## src/rtl/exec_control.sv

```systemverilog
// ---------------------------------------------------------------------------
// exec_control
//
// Run/step/breakpoint controller for a data path. It does not switch or gate
// the clock. It produces a plain clock-enable (o_pipeline_enable) that the
// data path qualifies its own registers with.
//
// Ports
//   i_clock            single clock, all state on the rising edge
//   i_reset            asynchronous, active-high reset
//   i_cmd_valid/i_cmd  command strobe and code (00 RUN, 01 STEP, 10 STOP, 11 CLEAR)
//   i_step_count       cycles to execute for a STEP command (0 behaves as 1)
//   i_pc               current data-path PC, compared against the breakpoints
//   i_hlt              data path executed HLT this cycle
//   i_bkpt_we/idx/addr/en  breakpoint table write port
//   o_pipeline_enable  data-path clock enable (combinational, same-cycle stops)
//   o_busy             controller is in RUN or STEP
//   o_done             one-cycle pulse after entering PAUSED or HALTED
//   o_stop_cause       0 none, 1 step done, 2 breakpoint, 3 user stop, 4 hlt
//   o_bkpt_idx         index of the last breakpoint hit
//   o_cycle_count      enabled cycles since reset/CLEAR, saturating
//   o_state            one-hot {HALTED, PAUSED, STEP, RUN, IDLE}
// ---------------------------------------------------------------------------
module exec_control #(
  parameter int DWORD   = 32,
  parameter int NB_STEP = 16,
  parameter int N_BKPT  = 4,
  parameter int NB_BIDX = $clog2(N_BKPT)
) (
  input  logic               i_clock,
  input  logic               i_reset,
  input  logic               i_cmd_valid,
  input  logic [1:0]         i_cmd,
  input  logic [NB_STEP-1:0] i_step_count,
  input  logic [DWORD-1:0]   i_pc,
  input  logic               i_hlt,
  input  logic               i_bkpt_we,
  input  logic [NB_BIDX-1:0] i_bkpt_idx,
  input  logic [DWORD-1:0]   i_bkpt_addr,
  input  logic               i_bkpt_en,
  output logic               o_pipeline_enable,
  output logic               o_busy,
  output logic               o_done,
  output logic [2:0]         o_stop_cause,
  output logic [NB_BIDX-1:0] o_bkpt_idx,
  output logic [DWORD-1:0]   o_cycle_count,
  output logic [4:0]         o_state
);

  // The encoding is the one-hot o_state pattern, so the register drives the
  // output directly.
  typedef enum logic [4:0] {
    S_IDLE   = 5'b00001,
    S_RUN    = 5'b00010,
    S_STEP   = 5'b00100,
    S_PAUSED = 5'b01000,
    S_HALTED = 5'b10000
  } state_t;

  typedef enum logic [1:0] {
    CMD_RUN   = 2'b00,
    CMD_STEP  = 2'b01,
    CMD_STOP  = 2'b10,
    CMD_CLEAR = 2'b11
  } cmd_t;

  typedef enum logic [2:0] {
    CAUSE_NONE = 3'd0,
    CAUSE_STEP = 3'd1,
    CAUSE_BKPT = 3'd2,
    CAUSE_USER = 3'd3,
    CAUSE_HLT  = 3'd4
  } cause_t;

  localparam logic [NB_STEP-1:0] STEP_ONE = NB_STEP'(1);
  localparam logic [DWORD-1:0]   CNT_MAX  = '1;

  // -------------------------------------------------------------------------
  // State
  // -------------------------------------------------------------------------
  state_t               state;
  logic [NB_STEP-1:0]   step_cnt;
  logic                 first_cycle;   // first cycle after entering RUN/STEP
  logic                 done_q;
  cause_t               cause_q;
  logic [NB_BIDX-1:0]   bidx_q;
  logic [DWORD-1:0]     count_q;

  logic [DWORD-1:0]     bkpt_addr [N_BKPT];
  logic [N_BKPT-1:0]    bkpt_en;

  // -------------------------------------------------------------------------
  // Command decode
  // -------------------------------------------------------------------------
  cmd_t cmd;
  logic cmd_run, cmd_step, cmd_stop, cmd_clear;

  assign cmd       = cmd_t'(i_cmd);
  assign cmd_run   = i_cmd_valid && (cmd == CMD_RUN);
  assign cmd_step  = i_cmd_valid && (cmd == CMD_STEP);
  assign cmd_stop  = i_cmd_valid && (cmd == CMD_STOP);
  assign cmd_clear = i_cmd_valid && (cmd == CMD_CLEAR);

  // -------------------------------------------------------------------------
  // Breakpoint compare: lowest enabled matching entry wins. The table is read
  // as currently registered, so a write this cycle only affects the next one.
  // -------------------------------------------------------------------------
  logic               hit_any;
  logic [NB_BIDX-1:0] hit_idx;

  always_comb begin
    // NOTE: every variable written in a combinational block gets a default
    // first; a path that leaves one unassigned would infer a latch.
    hit_any = 1'b0;
    hit_idx = '0;
    // Scan downwards so the last assignment is the lowest matching index.
    for (int i = N_BKPT - 1; i >= 0; i--) begin
      if (bkpt_en[i] && (bkpt_addr[i] == i_pc)) begin
        hit_any = 1'b1;
        hit_idx = NB_BIDX'(i);
      end
    end
  end

  // -------------------------------------------------------------------------
  // Same-cycle stop conditions, listed in priority order. Each one holds the
  // pipeline enable low in the cycle it occurs.
  // -------------------------------------------------------------------------
  logic busy_state;
  logic stop_hlt, stop_bkpt, stop_user, stop_any;
  logic step_last;

  assign busy_state = (state == S_RUN) || (state == S_STEP);
  assign stop_hlt   = busy_state && i_hlt;
  // Masking the first cycle lets a resume from a breakpoint PC move on.
  assign stop_bkpt  = busy_state && hit_any && !first_cycle;
  assign stop_user  = busy_state && cmd_stop;
  assign stop_any   = stop_hlt || stop_bkpt || stop_user;

  assign o_pipeline_enable = busy_state && !stop_any;

  // The step counter is never below 1 while in STEP. The <= comparison only
  // guards against an illegal value.
  assign step_last = (state == S_STEP) && o_pipeline_enable && (step_cnt <= STEP_ONE);

  // -------------------------------------------------------------------------
  // Breakpoint table
  // -------------------------------------------------------------------------
  always_ff @(posedge i_clock or posedge i_reset) begin
    if (i_reset) begin
      // NOTE: this table is small and must come up with every entry disabled,
      // so it is a resettable register array rather than a RAM.
      for (int i = 0; i < N_BKPT; i++) begin
        bkpt_addr[i] <= '0;
      end
      bkpt_en <= '0;
    end else if (i_bkpt_we) begin
      bkpt_addr[i_bkpt_idx] <= i_bkpt_addr;
      bkpt_en[i_bkpt_idx]   <= i_bkpt_en;
    end
  end

  // -------------------------------------------------------------------------
  // Control FSM with registered status outputs
  // -------------------------------------------------------------------------
  always_ff @(posedge i_clock or posedge i_reset) begin
    if (i_reset) begin
      // NOTE: state uses non-blocking assignments only, so every register
      // here samples values from before the edge.
      state       <= S_IDLE;
      step_cnt    <= '0;
      first_cycle <= 1'b0;
      done_q      <= 1'b0;
      cause_q     <= CAUSE_NONE;
      bidx_q      <= '0;
      count_q     <= '0;
    end else begin
      done_q <= 1'b0;

      if (o_pipeline_enable && (count_q != CNT_MAX)) begin
        count_q <= count_q + DWORD'(1);
      end

      unique case (state)
        S_IDLE, S_PAUSED: begin
          if (cmd_run) begin
            state       <= S_RUN;
            first_cycle <= 1'b1;
            cause_q     <= CAUSE_NONE;
          end else if (cmd_step) begin
            state       <= S_STEP;
            first_cycle <= 1'b1;
            cause_q     <= CAUSE_NONE;
            step_cnt    <= (i_step_count == '0) ? STEP_ONE : i_step_count;
          end else if (cmd_clear) begin
            state   <= S_IDLE;
            count_q <= '0;
            cause_q <= CAUSE_NONE;
            bidx_q  <= '0;
          end
        end

        S_RUN, S_STEP: begin
          first_cycle <= 1'b0;
          if (stop_hlt) begin
            state   <= S_HALTED;
            cause_q <= CAUSE_HLT;
            done_q  <= 1'b1;
          end else if (stop_bkpt) begin
            state   <= S_PAUSED;
            cause_q <= CAUSE_BKPT;
            bidx_q  <= hit_idx;
            done_q  <= 1'b1;
          end else if (stop_user) begin
            state   <= S_PAUSED;
            cause_q <= CAUSE_USER;
            done_q  <= 1'b1;
          end else if (step_last) begin
            state   <= S_PAUSED;
            cause_q <= CAUSE_STEP;
            done_q  <= 1'b1;
          end

          if ((state == S_STEP) && o_pipeline_enable) begin
            step_cnt <= step_cnt - STEP_ONE;
          end
        end

        S_HALTED: begin
          // Sticky: only CLEAR leaves HALTED.
          if (cmd_clear) begin
            state   <= S_IDLE;
            count_q <= '0;
            cause_q <= CAUSE_NONE;
            bidx_q  <= '0;
          end
        end

        default: begin
          state <= S_IDLE;
        end
      endcase
    end
  end

  // -------------------------------------------------------------------------
  // Outputs
  // -------------------------------------------------------------------------
  assign o_state       = state;
  assign o_busy        = o_state[1] | o_state[2];
  assign o_done        = done_q;
  assign o_stop_cause  = cause_q;
  assign o_bkpt_idx    = bidx_q;
  assign o_cycle_count = count_q;

endmodule

```

## config.mk

```make
export PLATFORM = sky130hd
export DESIGN_NAME = exec_control
export DESIGN_NICKNAME = d
export VERILOG_FILES = /design/src/rtl/exec_control.sv
export SDC_FILE = /design/constraint.sdc
export NUM_CORES = 1
export LEC_CHECK = 0
export ABC_CLOCK_PERIOD_IN_PS = 18800
export CAP_MARGIN = 40
export CORE_ASPECT_RATIO = 0.5
export CORE_UTILIZATION = 45
export DETAILED_ROUTE_END_ITERATION = 6
export GPL_TIMING_DRIVEN = 0
export HOLD_SLACK_MARGIN = 0.06
export PLACE_DENSITY = 0.67
export SYNTH_ARGS = -nofsm -noshare
export SYNTH_HDL_FRONTEND = slang
export SYNTH_SLANG_ARGS = --single-unit
```

## constraint.sdc

```tcl
create_clock -name i_clock -period 18.8 [get_ports i_clock]
set_input_delay 2.82 -clock i_clock [delete_from_list [all_inputs] [get_ports i_clock]]
set_output_delay 2.82 -clock i_clock [all_outputs]
set_load 0.01 [all_outputs]
```

=== After elaboration in Yosys (flattened, before gate mapping) ===
Cells that the tools add are included.

* Register bits after elaboration: 192
* Bits of input ports: 90

* Add/sub/neg operators: 2
* Magnitude comparators: 5
* Equality and inequality tests: 21
* Muxes and demuxes: 54
* Bitwise operators: 2
* Reduce and logical (&&, ||, !) cells: 33

{| class="wikitable"
|+ Operators with widths
! kind !! number
|-
| $mux 32 || 5
|-
| $bwmux 128 || 1
|-
| $eq 32x32->1 || 4
|-
| $demux 32 s2 || 1
|-
| $mux 16 || 4
|-
| $pmux 32 s2 || 1
|-
| $mux 5 || 7
|-
| $add 32x1->32 const B || 1
|-
| $ne 32x32->1 const B || 1
|-
| $pmux 16 s2 || 1
|-
| $mux 3 || 7
|-
| $logic_and 1x1->1 || 18
|-
| $mux 2 || 9
|-
| $le 16x1->1 const B || 1
|-
| $logic_not 16->1 || 1
|-
| $sub 16x1->16 const B || 1
|-
| $pmux 5 s3 || 1
|-
| $mux 1 || 12
|-
| $ne 2x2->1 const B || 6
|-
| $pmux 3 s3 || 1
|-
| $pmux 2 s3 || 1
|-
| $eq 5x1->1 const B || 1
|-
| $eq 5x2->1 const B || 1
|-
| $eq 5x3->1 const B || 1
|-
| 24 further kinds || 30
|}

=== Longest topological paths before layout ===
Gate-level depths: netlist (run 1).

* Word-level depth: 19
* Mapped depth: 10

=== Least setup slack after synthesis (run 1) ===
Ideal clock, no wire load.

* Path kind: input port to output port
* Start point: input i_pc[21]
* End point: output o_pipeline_enable
* Arrival time: 4.265 ns
* Required time: 15.980 ns
* Setup slack: 11.715 ns
* Stages on the path: 6
* Cells stage by stage: xnor2_1 nand4_1 or3b_2 or3_1 a41oi_2 nor2_1

* Word-level cells in the longest chain between the ends: 12
* Elaborated cells on any way between the ends: 18
* Those cells by class: eq/ne: 4; mux: 4; reduce/logical: 10

{| class="wikitable"
|+ Ends and longest elaborated chain
! element !! RTL line !! source
|-
| start: declaration || 35 || <nowiki>input logic [DWORD-1:0] i_pc,</nowiki>
|-
| $eq 32x32->1 || 118 || <nowiki>if (bkpt_en[i] && (bkpt_addr[i] == i_pc)) begin</nowiki>
|-
| $logic_and 1x1->1 || 118 ||
|-
| $mux 1 (3 in series) || 118 ||
|-
| $mux 1 * || 118 ||
|-
| $logic_and 1x1->1 * (2 in series) || 136 || <nowiki>assign stop_bkpt = busy_state && hit_any && !first_cycle;</nowiki>
|-
| $logic_or 1x1->1 * (2 in series) || 138 || <nowiki>assign stop_any = stop_hlt || stop_bkpt || stop_user;</nowiki>
|-
| $logic_not 1->1 * || 140 || <nowiki>assign o_pipeline_enable = busy_state && !stop_any;</nowiki>
|-
| $logic_and 1x1->1 * || 140 ||
|-
| end: declaration || 41 || <nowiki>output logic o_pipeline_enable,</nowiki>
|}

Mark *: on every way between the ends. The rest lies on a longest branch, timed or not.

=== Worst setup path after layout (run 1) ===
Ends and elaborated chain as after synthesis.

==> impl_metrics.csv, run 1 <==
group,metric,value,unit
status,status,"complete, no violations",
timing,holdWs,490,ps
clocking,ctsResizeCount,0,
floorplan,ios,135,
timing,grt_setup_unrepaired,"no",
timing,fmax,117,MHz
power_and_ir_drop,p_per_area,106,mW/mm2
clocking,cts_sinks,192,
clocking,cts_hold_buf,0,
yosys,synth_most_common_cell,"dfrtp_1",
yosys,postSynthCellCount,926,
drt,wl_per_cell,21.0,um
clocking,post-cts-setup-buffers,0,
yosys,synth_top_area_share,46.8,%
setup_path,crit_slowest_cell,"clkdlybuf4s50_1",
yosys,synthFlopType,"dfrtp_1",
yosys,ys.warnings.count,0,
yosys,synth_edf_count,0,
setup_path,cp-end-kind,"output pin",
placed_design,port_buffers,134,
timing,fin_crit_sh,45.5,%
placed_design,place_congestion,0.962,
power_and_ir_drop,max-vdd-ir-drop,0.0000696,V
min_path,hp-class,"flop to flop",
placed_design,postPlaceCellArea,0.0120,mm2
clocking,clk_pin_slew,70,ps
yosys,synth.area.top_cells,"dfrtp_1, mux2_2, xor2_1",
setup_path,start_kind,"input port",
floorplan,coreArea,0.0220,mm2
drt,drc,0,
global_routing,antenna_found_initial,0,
yosys,syn_area_per_cell,11.0,um2
timing,finalCriticalPeriod,8560,ps
floorplan,die_w,215,um
yosys,ys_types,58,
drt,viasPerCell,5.73,
drt,drt_pass1_iterations,5,
cells_and_area,layout.nets,1175,
global_routing,grt_usage,26.4,%
drt,routed-via-count,7987,
yosys,ys_seq_elements,192,
cells_and_area,fin_area,0.0126,mm2
timing,setup_violations,0,
cells_and_area,drive_above_1_share,17.2,%
global_routing,grt_pass1_vias,7819,
setup_path,cp.arrival,5740,ps
setup_path,crit_type,"input port to output pin",
power_and_ir_drop,leakage,5.26,nW
job,drv_cap,0,
floorplan,dieArea,0.0233,mm2
drt,drt_iter0_drc,695,
yosys,synthArstFlopShare,100,%
cells_and_area,diodes,0,
floorplan,rows,38,
drt,routed_wl,29.3,mm
timing,tns,0,ps
clocking,htreeDepth,4,
timing,finalHoldViolCount,0,
timing,slew_headroom,43.0,%
clocking,tritoncts,"yes",
placed_design,dp_hpwl,22.2,mm
setup_path,crit_chain,"clkdlybuf4s50_1 -> xnor2_1 -> nand4_1 -> or3b_2 -> or3_1 -> a41oi_2 -> nor2_1 -> clkdlybuf4s50_1",
setup_path,max_stage_delay,520,ps
yosys,netlist_area,0.0102,mm2
timing,drv_slew,0,
floorplan,fp.dieH,109,um
clocking,root_buffer,"clkbuf_16",
yosys,synth_area_leader_cell,"dfrtp_1",
yosys,synth_common_cells,"dfrtp_1, mux2_2, xor2_1",
yosys,syn_nets,1019,
setup_path,crit_top_cell,"clkdlybuf4s50_1",
setup_path,cp.required,15980,ps
floorplan,initial_core_util,46.5,%
cells_and_area,synthToLayoutAreaGrowth,23.7,%
clocking,insertion_delay,460,ps
drt,final_antenna_net_count,0,
clocking,cts_buffer_depth,2,
timing,finClkSkew,9.65,ps
yosys,synth_seq_area_share,47.1,%
global_routing,grt_max_degree,110,
global_routing,grt_pass1_wl,45.9,mm
global_routing,grt_overflow_total,0,
clocking,cts_buffers,17,
timing,max_slew.worst_pin.slew,855,ps
setup_path,worst-path-max-fanout,4,
-- final timing paths --
check / from / to / slack, ps / depth (start not counted)
max: i_pc[21] / o_pipeline_enable / 10240 / 8
min: o_stop_cause[1] / o_stop_cause[1] / 490 / 2
max reg2reg: bkpt_addr[3] / o_stop_cause[0] / 15590 / 9
min reg2reg: o_stop_cause[1] / o_stop_cause[1] / 490 / 2
max in group asynchronous: i_reset / bkpt_addr[32] / 14970 / 3
min in group asynchronous: i_reset / bkpt_addr[16] / 2930 / 2
-- state kept, by name, summed over array words and instances, names as in the netlist --
register,cells
bkpt_en,4
o_bkpt_idx,2
o_state,5
o_cycle_count,32
bkpt_addr,128
step_cnt,16
first_cycle,1
o_stop_cause,3
o_done,1
-- per-layer routing --
metal  up-vias  global-route usage, %  share of wire (%)
met3        18                   6.75                6.7
met4         0                   4.76               0.74
met2       259                   41.7                 46
met5         -                      0                  0
met1      4007                   37.1                 47
li1       3703                      -                  -
-- logic make-up (layout without fill, tap and decap cells) --
family	count (synthesis)	after routing	share of synthesized area (%)
flops	192	192	47.1
buf+inv	48	216	2.08
fa+ha+maj	3	3	0.368
simple gates	306	306	16.4
xor+xnor	140	140	12.0
mux	143	143	15.6
compound gates	94	94	6.40
-- critical path: cells and delay by family --
family	cells	cell delay, ps
buffers and inverters	2	1020
XOR/XNOR	1	410
AO/OA/AOI/OAI	1	360
AND/OR/NAND/NOR	4	1130
-- stage by stage --
stage | power, W | utilization (%) | setup slack [ps] | cells
2_1_floorplan | 0.000780 | - | 10750 | 926
3_3_place_gp | 0.000915 | 54.3 | 8170 | 1360
3_5_place_dp | 0.000925 | 54.5 | 10240 | 1363
4_1_cts | 0.00133 | 57.5 | 10240 | 1394
5_1_grt | 0.00140 | 57.5 | 10160 | 1394
6_report | 0.00133 | 57.5 | 10240 | 1394
-- where the power goes --
part / switching, W / internal, W
logic: 0.000201 / 0.000162
registers: 0.0000662 / 0.000496
clock network: 0.000162 / 0.000246
-- cells in the final DEF, fill, tap and decap left out, types with 17 or more instances in the layout --
cell	n
nand4_1	28
nor2_1	50
dfrtp_1	191
nor3_1	18
clkbuf_1	27
clkdlybuf4s50_1	134
mux2_2	132
nand2_1	64
nor4_1	58
xor2_1	118
o21ai_0	26
xnor2_1	22
nand3_1	24
clkbuf_16	17
a21oi_1	17
-- area by class of cell --
type,instances,area (um2)
fillers,1870,9340
multi-input cells,686,5190
flip-flops and latches,192,4810
repair buffers,137,1380
clock buffers,22,474
well taps,300,375
clock inverters,9,179
plain buffers,34,160
inverters,14,60.1
No activity file was read; power rests on OpenSTA's default activity.
==> run 2: changes to the inputs <==
--- a/config.mk
+++ b/config.mk
@@ -5,14 +5,14 @@
 export SDC_FILE = /design/constraint.sdc
 export NUM_CORES = 1
 export LEC_CHECK = 0
-export ABC_CLOCK_PERIOD_IN_PS = 18800
+export ABC_CLOCK_PERIOD_IN_PS = 7000
 export CAP_MARGIN = 40
 export CORE_ASPECT_RATIO = 0.5
 export CORE_UTILIZATION = 45
 export DETAILED_ROUTE_END_ITERATION = 6
 export GPL_TIMING_DRIVEN = 0
 export HOLD_SLACK_MARGIN = 0.06
-export PLACE_DENSITY = 0.67
+export PLACE_DENSITY = 0.7
 export SYNTH_ARGS = -nofsm -noshare
 export SYNTH_HDL_FRONTEND = slang
 export SYNTH_SLANG_ARGS = --single-unit
==> constraint.sdc (replaced) <==
create_clock -name i_clock -period 7 [get_ports i_clock]
set_input_delay 1.05 -clock i_clock [delete_from_list [all_inputs] [get_ports i_clock]]
set_output_delay 1.05 -clock i_clock [all_outputs]
set_load 0.01 [all_outputs]
==> impl_metrics.csv, run 2 (same netlist as run 1, synthesis figures left out) <==
group,metric,value,unit
setup_path,crit_type,"input port to output pin",
timing,fin_ws,2020,ps
timing,finClkSkew,12.2,ps
floorplan,dieArea,0.0233,mm2
timing,max_slew.worst_pin.slew,934,ps
setup_path,cp.required,5950,ps
setup_path,r2r-end,"o_cycle_count[21]",
clocking,cts_buffers,17,
global_routing,antenna_found_initial,0,
drt,routed-via-count,8078,
cells_and_area,layout.nets,1175,
drt,routed_wl,29.2,mm
min_path,hp-class,"flop to flop",
timing,fin_crit_sh,71.1,%
setup_path,worst-path-max-fanout,4,
cells_and_area,largest_reg_flops,128,
global_routing,grt_overflow_total,0,
placed_design,dp_cells,1363,
global_routing,grt_pass1_vias,7895,
clocking,post-cts-setup-buffers,0,
job,drv_cap,0,
floorplan,die_w,215,um
clocking,clk_pin_slew,60,ps
placed_design,port_buffers,134,
placed_design,dp_hpwl,22.0,mm
clocking,cts_sinks,192,
cells_and_area,final_cells,1394,
setup_path,crit_top_cell,"clkdlybuf4s50_1",
drt,wl_per_cell,21.0,um
power_and_ir_drop,power,0.00347,W
global_routing,grt_pass1_wl,45.8,mm
timing,holdWs,479,ps
clocking,insertion_delay,450,ps
drt,drc,0,
min_path,hp-start,"o_bkpt_idx[1]",
cells_and_area,utilization,57.1,%
power_and_ir_drop,p_sw_share,32.9,%
cells_and_area,largest-register,"bkpt_addr",
floorplan,rows,38,
timing,fmax,201,MHz
floorplan,fp.dieH,109,um
timing,drv_slew,0,
drt,drt_iter0_drc,724,
timing,finalCriticalPeriod,4980,ps
clocking,htreeDepth,4,
clocking,cts_buffer_depth,2,
drt,final_antenna_net_count,0,
cells_and_area,final_cell_mix,"dfrtp_1, clkdlybuf4s50_1, mux2_2",
status,status,"complete, no violations",
cells_and_area,synthToLayoutAreaGrowth,22.9,%
drt,viasPerCell,5.79,
timing,finalHoldViolCount,0,
placed_design,place_congestion,0.972,
power_and_ir_drop,p_int,0.00233,W
setup_path,crit_end,"o_pipeline_enable",
setup_path,max_stage_delay,640,ps
setup_path,ff2ff_setup_slack,3810,ps
setup_path,startpoint,"i_pc[4]",
power_and_ir_drop,p_per_area,276,mW/mm2
clocking,cts_hold_buf,0,
clocking,tritoncts,"yes",
setup_path,r2r-start,"o_state[0]",
clocking,root_buffer,"clkbuf_16",
floorplan,initial_core_util,46.5,%
power_and_ir_drop,seqPwrFrac,43.5,%
global_routing,grt_usage,26.1,%
floorplan,coreArea,0.0220,mm2
cells_and_area,layout_commonest_cell,"dfrtp_1",
power_and_ir_drop,p_comb_share,28.2,%
timing,slew_headroom,37.8,%
setup_path,crit_chain,"clkdlybuf4s50_1 -> xor2_1 -> nor4_1 -> nand4_1 -> or4_1 -> a41oi_2 -> nor2_1 -> clkdlybuf4s50_1",
setup_path,start_kind,"input port",
setup_path,crit_slowest_cell,"or4_1",
floorplan,ios,135,
drt,drt_pass1_iterations,7,
power_and_ir_drop,p_clk_share,28.3,%
power_and_ir_drop,max-vdd-ir-drop,0.000136,V
setup_path,cp.arrival,3930,ps
setup_path,cp-end-kind,"output pin",
cells_and_area,drive_above_1_share,16.9,%
global_routing,grt_max_degree,127,
power_and_ir_drop,leakage,5.23,nW
setup_path,worstRegToRegCells,8,
timing,grt_setup_unrepaired,"no",
timing,setup_violations,0,
clocking,ctsResizeCount,0,
power_and_ir_drop,switchingPower,0.00114,W
cells_and_area,diodes,0,
placed_design,pre_cts_slack,2030,ps
[run 2: cell count changes in the layout (fill, tap and decap cells not counted), sizes merged]
cell	before	now
clkinv	1	2
bufinv	5	2
clkbuf	47	51
inv	15	14
clkinvlp	2	1
[run 2: through the flow]
stage / cell area (um2) / setup TNS [ps]
after detailed placement: 12000 / 0
after floorplan: 10200 / 0
after CTS: 12600 / 0
after global placement: 11900 / -331530
after global routing: 12600 / 0
final: 12600 / 0
[run 2: how the worst min path moves through the flow]
stage                    end  cells after the start
2_1_floorplan    step_cnt[7]                      1
3_3_place_gp   o_bkpt_idx[0]                      1
3_5_place_dp   o_bkpt_idx[1]                      1
4_1_cts        o_bkpt_idx[1]                      1
5_1_grt        o_bkpt_idx[1]                      1
6_report       o_bkpt_idx[1]                      1
[run 2: routing by layer]
layer  track usage (%)  vias up  wire length [um]  part of all wire (%)
li1                  -     3690                 -                     -
met1              37.3     4079             13900                    48
met2              41.2      277             13300                    46
met3              3.97       32              1500                   5.1
met4              8.11        0               495                   1.7
met5                 0        -                 0                     0
[run 2: power groups by stage]
stage	clock network (W)	registers, W	logic [W]
finish	0.000980	0.00151	0.000978
global route	0.00104	0.00154	0.00106
CTS	0.00100	0.00151	0.000968
detailed placement	0	0.00152	0.000962
global placement	0	0.00151	0.000939
floorplan	0	0.00150	0.000599
[run 2: critical path: cells and delay by family]
kind | cells | cell delay [ps]
AO/OA/AOI/OAI | 1 | 340
XOR/XNOR | 1 | 210
buffers and inverters | 2 | 1090
AND/OR/NAND/NOR | 4 | 1230
[run 2: layout make-up]
cell class	count	area, um2
fill	1867	9420
buffer	34	160
multi-input combinational	686	5190
clock inverter	5	77.6
tap	300	375
inverter	14	60.1
sequential	192	4810
clock buffer	26	499
timing repair buffer	137	1380
